File: config.mk
export PLATFORM = sky130hd
export DESIGN_NAME = sd_seq_check_flat
export DESIGN_NICKNAME = d
export VERILOG_FILES = /design/src/rtl/sd_seq_check_pkg.sv /design/src/rtl/sd_seq_check_if.sv /design/src/rtl/sd_seq_check_lfsr8.sv /design/src/rtl/sd_seq_check.sv /design/src/flat_wrapper.sv
export SDC_FILE = /design/constraint.sdc
export NUM_CORES = 1
export LEC_CHECK = 0
export BUFFER_PORTS_ARGS = -buffer_cell sky130_fd_sc_hd__buf_4
export CORE_UTILIZATION = 49
export CTS_CLUSTER_SIZE = 30
export DETAILED_ROUTE_END_ITERATION = 10
export GPL_ROUTABILITY_DRIVEN = 0
export PLACE_DENSITY_LB_ADDON = 0.12
export REMOVE_ABC_BUFFERS = 1
export SYNTH_ARGS = -nofsm -noshare
export SYNTH_HDL_FRONTEND = slang
export SYNTH_SLANG_ARGS = --single-unit
File: constraint.sdc
create_clock -name clk -period 2.1 [get_ports clk]
set_input_delay 0.42 -clock clk [delete_from_list [all_inputs] [get_ports clk]]
set_output_delay 0.42 -clock clk [all_outputs]
set_load 0.01 [all_outputs]
File: src/rtl/sd_seq_check_pkg.sv
// ----------------------------------------------------------------------------
// sd_chk_pkg
//   Shared definitions for the sd_seq_check sink-side checker:
//   - beat field positions as functions of the beat width
//     (dst in the top 2 bits, src in the next 2, seq in the rest)
//   - error code and drdy mode encodings
//   - counter width and saturation value
//   - step function for the 8-bit throttle LFSR (x^8+x^6+x^5+x^4+1)
// ----------------------------------------------------------------------------
package sd_chk_pkg;

   localparam int unsigned CNT_W = 16;
   localparam logic [CNT_W-1:0] CNT_MAX = '1;

   typedef enum logic [1:0] {
      ERR_NONE = 2'd0,
      ERR_DST  = 2'd1,
      ERR_SEQ  = 2'd2,
      ERR_BOTH = 2'd3
   } err_code_e;

   typedef enum int unsigned {
      DRDY_ALWAYS = 0,
      DRDY_LFSR   = 1,
      DRDY_STALL  = 2
   } drdy_mode_e;

   function automatic int unsigned DST_HI(input int unsigned w);
      return w - 1;
   endfunction

   function automatic int unsigned DST_LO(input int unsigned w);
      return w - 2;
   endfunction

   function automatic int unsigned SRC_HI(input int unsigned w);
      return w - 3;
   endfunction

   function automatic int unsigned SRC_LO(input int unsigned w);
      return w - 4;
   endfunction

   function automatic int unsigned SEQ_W(input int unsigned w);
      return w - 4;
   endfunction

   // Feedback bit; it is also bit 0 of the next state.
   function automatic logic lfsr8_fb(input logic [7:0] s);
      return s[7] ^ s[5] ^ s[4] ^ s[3];
   endfunction

   function automatic logic [7:0] lfsr8_next(input logic [7:0] s);
      return {s[6:0], lfsr8_fb(s)};
   endfunction

endpackage

File: src/rtl/sd_seq_check_if.sv
// ----------------------------------------------------------------------------
// sd_seq_check_if
//   srdy/drdy beat handshake between an sd_mirror output port and its sink.
//   c_srdy  : beat valid       (master -> slave)
//   c_data  : beat, width bits (master -> slave)
//   c_drdy  : sink ready       (slave  -> master)
// ----------------------------------------------------------------------------
interface sd_seq_check_if #(
   parameter int unsigned width = 8
);
   logic             c_srdy;
   logic             c_drdy;
   logic [width-1:0] c_data;

   modport master (output c_srdy, output c_data, input c_drdy);
   modport slave  (input c_srdy, input c_data, output c_drdy);
endinterface

File: src/rtl/sd_seq_check_lfsr8.sv
// ----------------------------------------------------------------------------
// sd_lfsr8
//   Free-running 8-bit Fibonacci LFSR, x^8+x^6+x^5+x^4+1, shifting left.
//   clk   in  1  clock
//   reset in  1  synchronous active-low; loads seed
//   seed  in  8  reset value, must be nonzero
//   out   out 8  current state
// ----------------------------------------------------------------------------
module sd_lfsr8
   import sd_chk_pkg::*;
(
   input  logic       clk,
   input  logic       reset,
   input  logic [7:0] seed,
   output logic [7:0] out
);

   logic [7:0] lfsr_q;

   always_ff @(posedge clk) begin
      if (!reset) lfsr_q <= seed;
      else        lfsr_q <= lfsr8_next(lfsr_q);
   end

   assign out = lfsr_q;

endmodule

File: src/rtl/sd_seq_check.sv
// ----------------------------------------------------------------------------
// sd_seq_check
//   Sink-side checker on one sd_mirror output port. Accepts beats on an
//   srdy/drdy handshake with a programmable drdy throttle, checks each beat's
//   dst field against this port's id and each source's sequence stream, and
//   keeps saturating receive/error counters plus a first-error record.
//   clk       in   1      clock
//   reset     in   1      synchronous, active-low
//   c         slave       c_srdy/c_data in, c_drdy out (flop driven)
//   rx_count  out  16     accepted beats, saturating
//   err_count out  16     beats with any error, saturating
//   err_flag  out  1      sticky error seen
//   err_code  out  2      first error: 1 dst, 2 seq, 3 both
//   err_data  out  width  beat that caused the first error
// ----------------------------------------------------------------------------
module sd_seq_check
   import sd_chk_pkg::*;
#(
   parameter int unsigned width     = 8,
   parameter int unsigned id        = 0,
   parameter int unsigned drdy_mode = 0,
   parameter int unsigned stall     = 2,
   parameter logic [7:0]  seed      = 8'hA5
) (
   input  logic             clk,
   input  logic             reset,
   sd_seq_check_if.slave    c,
   output logic [CNT_W-1:0] rx_count,
   output logic [CNT_W-1:0] err_count,
   output logic             err_flag,
   output logic [1:0]       err_code,
   output logic [width-1:0] err_data
);

   localparam int unsigned SW  = SEQ_W(width);
   localparam int unsigned DH  = DST_HI(width);
   localparam int unsigned DL  = DST_LO(width);
   localparam int unsigned SH  = SRC_HI(width);
   localparam int unsigned SL  = SRC_LO(width);
   localparam logic [1:0]  ID2 = 2'(id);
   localparam logic [3:0]  STALL_V = 4'(stall);

   logic             xfer;
   logic [1:0]       dst, src;
   logic [SW-1:0]    seq;
   logic             dst_err, seq_err;

   logic [SW-1:0]    exp_q [4];
   logic [CNT_W-1:0] rx_q, rx_d, err_q, err_d;
   logic             flag_q, flag_d;
   err_code_e        code_q, code_d;
   logic [width-1:0] edata_q, edata_d;
   logic             drdy_q, drdy_d;
   logic [3:0]       cnt_q, cnt_d;
   logic [7:0]       lfsr;

   if (drdy_mode == DRDY_LFSR) begin : g_lfsr
      sd_lfsr8 u_lfsr (
         .clk   (clk),
         .reset (reset),
         .seed  (seed),
         .out   (lfsr)
      );
   end else begin : g_no_lfsr
      assign lfsr = '0;
   end

   assign xfer = c.c_srdy & drdy_q;
   assign dst  = c.c_data[DH:DL];
   assign src  = c.c_data[SH:SL];
   assign seq  = c.c_data[SW-1:0];

   always_comb begin
      dst_err = (dst != ID2);
      seq_err = (seq != exp_q[src]);
      rx_d    = rx_q;
      err_d   = err_q;
      flag_d  = flag_q;
      code_d  = code_q;
      edata_d = edata_q;
      if (xfer) begin
         if (rx_q != CNT_MAX) rx_d = rx_q + 1'b1;
         if (dst_err | seq_err) begin
            if (err_q != CNT_MAX) err_d = err_q + 1'b1;
            flag_d = 1'b1;
            if (!flag_q) begin
               code_d  = err_code_e'({seq_err, dst_err});
               edata_d = c.c_data;
            end
         end
      end
   end

   // drdy is registered from the next throttle state, so it never depends on
   // c_srdy/c_data within the same cycle.
   always_comb begin
      cnt_d = cnt_q;
      if (xfer)               cnt_d = STALL_V;
      else if (cnt_q != 4'd0) cnt_d = cnt_q - 1'b1;
      if (drdy_mode == DRDY_LFSR)       drdy_d = lfsr8_fb(lfsr);
      else if (drdy_mode == DRDY_STALL) drdy_d = (cnt_d == 4'd0);
      else                              drdy_d = 1'b1;
   end

   always_ff @(posedge clk) begin
      if (!reset) begin
         rx_q    <= '0;
         err_q   <= '0;
         flag_q  <= 1'b0;
         code_q  <= ERR_NONE;
         edata_q <= '0;
         drdy_q  <= 1'b0;
         cnt_q   <= '0;
         for (int unsigned i = 0; i < 4; i++) exp_q[i] <= '0;
      end else begin
         rx_q    <= rx_d;
         err_q   <= err_d;
         flag_q  <= flag_d;
         code_q  <= code_d;
         edata_q <= edata_d;
         drdy_q  <= drdy_d;
         cnt_q   <= cnt_d;
         // Always resync to the received value so a gap costs one error.
         if (xfer) exp_q[src] <= seq + 1'b1;
      end
   end

   assign c.c_drdy  = drdy_q;
   assign rx_count  = rx_q;
   assign err_count = err_q;
   assign err_flag  = flag_q;
   assign err_code  = code_q;
   assign err_data  = edata_q;

endmodule

File: src/flat_wrapper.sv
// flat-port wrapper written by rule: the top's interface ports become plain ports
module sd_seq_check_flat import sd_chk_pkg::*;
#(
   parameter int unsigned width     = 8,
   parameter int unsigned id        = 0,
   parameter int unsigned drdy_mode = 0,
   parameter int unsigned stall     = 2,
   parameter logic [7:0]  seed      = 8'hA5
)
  (clk, reset, rx_count, err_count, err_flag, err_code, err_data, c_c_srdy, c_c_data, c_c_drdy);
  sd_seq_check_if #(.width(width)) c_i ();
  input  logic clk;
  input  logic reset;
  output logic [CNT_W-1:0] rx_count;
  output logic [CNT_W-1:0] err_count;
  output logic err_flag;
  output logic [1:0] err_code;
  output logic [width-1:0] err_data;
  input wire logic [$bits(c_i.c_srdy)-1:0] c_c_srdy;
  input wire logic [$bits(c_i.c_data)-1:0] c_c_data;
  output wire logic [$bits(c_i.c_drdy)-1:0] c_c_drdy;
  assign c_i.c_srdy = c_c_srdy;
  assign c_i.c_data = c_c_data;
  assign c_c_drdy = c_i.c_drdy;
  sd_seq_check #(.width(width), .id(id), .drdy_mode(drdy_mode), .stall(stall), .seed(seed)) u_core (.clk(clk), .reset(reset), .c(c_i), .rx_count(rx_count), .err_count(err_count), .err_flag(err_flag), .err_code(err_code), .err_data(err_data));
endmodule
==> flow_summary.json <==
{
  "run_status": "finished, final reports clean",
  "antenna_cells_inserted": 0,
  "cts_tree": "done",
  "design.core.area_um2": 5240,
  "r2r_setup_slack_ps": 20,
  "worstHoldEndpoint": "u_core.err_data[6]",
  "routed_wirelength_mm": 6.45,
  "topRoutingLayerUsed": "met4",
  "dr_total_vias": 2390,
  "io_pins": 55,
  "layout.filler_cells": 420,
  "fp-row-count": 26,
  "layout_commonest_cell": "sky130_fd_sc_hd__buf_4",
  "antenna_found_initial": 0,
  "hold_path.startpoint": "c_c_data[6]",
  "grt_pass1_vias": 2130,
  "drt_first_iter_violations": 139,
  "setup_viol_count_final": 0,
  "end_kind": "flop",
  "critPathKind": "reg2reg",
  "global_route_wire_length_before_repair_mm": 10.6,
  "hp-class": "in2reg",
  "place_ws_ps": -200,
  "dp.cells": 418,
  "min_period_over_period_pct": 99.0,
  "routedWlPerCell_um": 14.7,
  "vdd.ir_drop.worst_uv": 421,
  "unrepaired_setup_endpoints_after_global_routing": "true",
  "ff2ff_path_depth": 7,
  "cts_buffer_depth": 2,
  "setup_total_negative_slack_ps": 0,
  "routed-wl-met2_mm": 3.11,
  "drive_gt1_share_pct": 30.5,
  "die_footprint_um2": 5900,
  "htree_levels": 3,
  "r2r_start": "u_core.exp_q[3][0]",
  "finalWorstPathRequiredPeriod_ps": 2080,
  "vias_per_cell": 5.43,
  "yosysWarnings": 0,
  "globalRoute.totalOverflow": 0,
  "worstSetupStartpointType": "flop",
  "ant_nets": 0,
  "remaining_drc_errors": 0,
  "worst-path-max-fanout": 4,
  "max_freq_ghz": 0.481,
  "tightestPinTransition_ps": 499,
  "floorplan.initialDensity_pct": 52.4,
  "floorplan.die.width_um": 76.8,
  "worst_hold_slack_ps": 352,
  "dp.final_hpwl_mm": 4.42,
  "layout.cells.non_filler": 440,
  "worstSkewPairLatency_ps": 340,
  "num-nets-final": 379,
  "most_frequent_cells_in_the_layout": "sky130_fd_sc_hd__buf_4, sky130_fd_sc_hd__dfxtp_1, sky130_fd_sc_hd__nand2_1",
  "finalClockSkew_ps": 9.43,
  "max_slew_margin_pct": 66.4,
  "met1_length_mm": 2.91,
  "final_area_um2": 3610,
  "synthDistinctLibCells": 40,
  "p_per_area_nw_per_um2": 663,
  "cts-hold-fix-buffers": 0,
  "final_hold_viol_count": 0,
  "worstPathRequired_ps": 2360,
  "netlist_area_um2": 2740,
  "timing.max_cap.violations": 0,
  "cts.sink_count": 60,
  "fin_util_pct": 69.0,
  "grt_max_degree": 25,
  "clk_transition_reported_paths_ps": 70,
  "synth_cells": 288,
  "postSynthAreaPerCell_um2": 9.52,
  "detailed_place.area_um2": 3300,
  "grt_usage_pct": 23.1,
  "wl_met3_um": 380,
  "dr.pass1.iters": 4,
  "timing.hold.worst_path_depth": 3,
  "die_height_um": 76.8,
  "layout-area-overhead-vs-synth_pct": 31.8,
  "cp.arrival_ps": 2340,
  "total_power_mw": 2.40,
  "timing.final.max_slew_violations": 0,
  "worst_r2r_endpoint": "u_core.err_count[5]",
  "cts-buffers-inserted": 9,
  "finalWorstSetupSlack_ps": 21.4,
  "synth_seq_cells": 60,
  "yosysSeqAreaShare_pct": 49.6,
  "io_buffers": 54,
  "p_leak_nw": 1.43,
  "clock-root-buffer": "sky130_fd_sc_hd__clkbuf_8"
}
worst max path at each step:
stage                       start                   end  slack [ps]  depth (start not counted)
6_report       u_core.exp_q[3][0]   u_core.err_count[5]          20                          7
5_1_grt        u_core.exp_q[3][0]  u_core.err_count[12]         -60                          6
4_1_cts        u_core.exp_q[3][1]   u_core.err_count[5]           2                          7
3_5_place_dp          c_c_data[4]   u_core.err_count[5]        -200                          8
3_3_place_gp          c_c_data[4]  u_core.err_count[13]        -130                          8
2_1_floorplan         c_c_data[4]  u_core.err_count[13]         -80                          6
what timing repair did:
action / in CTS / in global routing
setup endpoints to repair: 0 / 19
buffers inserted: 0 / 5
resized for setup: 0 / 16
worst max-delay path, stage by stage (launching register included):
cell and delay, ps:
sky130_fd_sc_hd__edfxtp_1 380, sky130_fd_sc_hd__mux4_2 510, sky130_fd_sc_hd__xnor2_2 170, sky130_fd_sc_hd__nand4_4 140
sky130_fd_sc_hd__o211ai_4 100, sky130_fd_sc_hd__buf_2 170, sky130_fd_sc_hd__or4_1 390, sky130_fd_sc_hd__a21oi_1 130
where the power goes:
group          switching [mW]  internal (mW)  leakage [nW]
clock network           0.431          0.490        0.0905
registers              0.0174           1.22         0.529
logic                   0.131          0.110         0.810
total                   0.580           1.82          1.43
final cells by class:
type	instances	area (um^2)	share of cell area [%]
clock buffers	14	163	4.50
clock inverters	2	10.0	0.277
inverters	4	15.0	0.416
multi-input cells	212	1370	37.8
flip-flops and latches	60	1360	37.7
well taps	70	87.6	2.42
repair buffers	78	611	16.9
cells by family (layout without fill, tap and decap cells):
family          count (synthesis)  count (layout)  synth area share (%)
mux                             7               7                  4.38
xor+xnor                       19              19                  6.07
buf+inv                        16              98                  3.42
flops                          60              60                  49.6
compound gates                 48              48                  11.2
simple gates                  135             135                  23.9
fa+ha+maj                       3               3                  1.37
registers in the layout (all words and copies together) (netlist names):
| signal | count |
|---|---|
| u_core.err_count | 16 |
| u_core.exp_q | 16 |
| u_core.rx_count | 16 |
| u_core.err_data | 8 |
| u_core.err_code | 2 |
| u_core.c.c_drdy | 1 |
| u_core.err_flag | 1 |
synthesized netlist by cell type (all sizes together):
master	instances	area share (%)
nor3	3	0.55
o211ai	3	1.0
xnor2	11	3.5
o21a	3	0.82
inv	3	0.41
and4	1	0.32
nand4	11	2.7
nand4b	2	0.64
nor3b	1	0.27
xor2	8	2.6
a32oi	1	0.32
clkinv	1	0.14
o2111ai	1	0.55
o21ai	16	3.3
o31ai	6	1.6
nor2	36	4.9
and2	4	0.91
a21oi	17	3.2
dfxtp	44	32
nand2	37	5.1
or3	6	1.4
nand2b	2	0.46
o311ai	1	0.32
nand3	20	3.6
buf	5	1.9
edfxtp	16	18
or4	6	1.6
and3	4	0.91
or2	2	0.46
clkbuf	7	0.96
ha	3	1.4
mux4	4	3.3
mux2i	3	1.1
metal layers:
layer | vias to the layer above | global-route usage [%]
met2 | 72 | 34.2
met5 | - | 0
met3 | 4 | 7.38
met4 | 0 | 8.27
met1 | 1121 | 31.4
li1 | 1193 | -
Power figures use the tool's default switching activity.
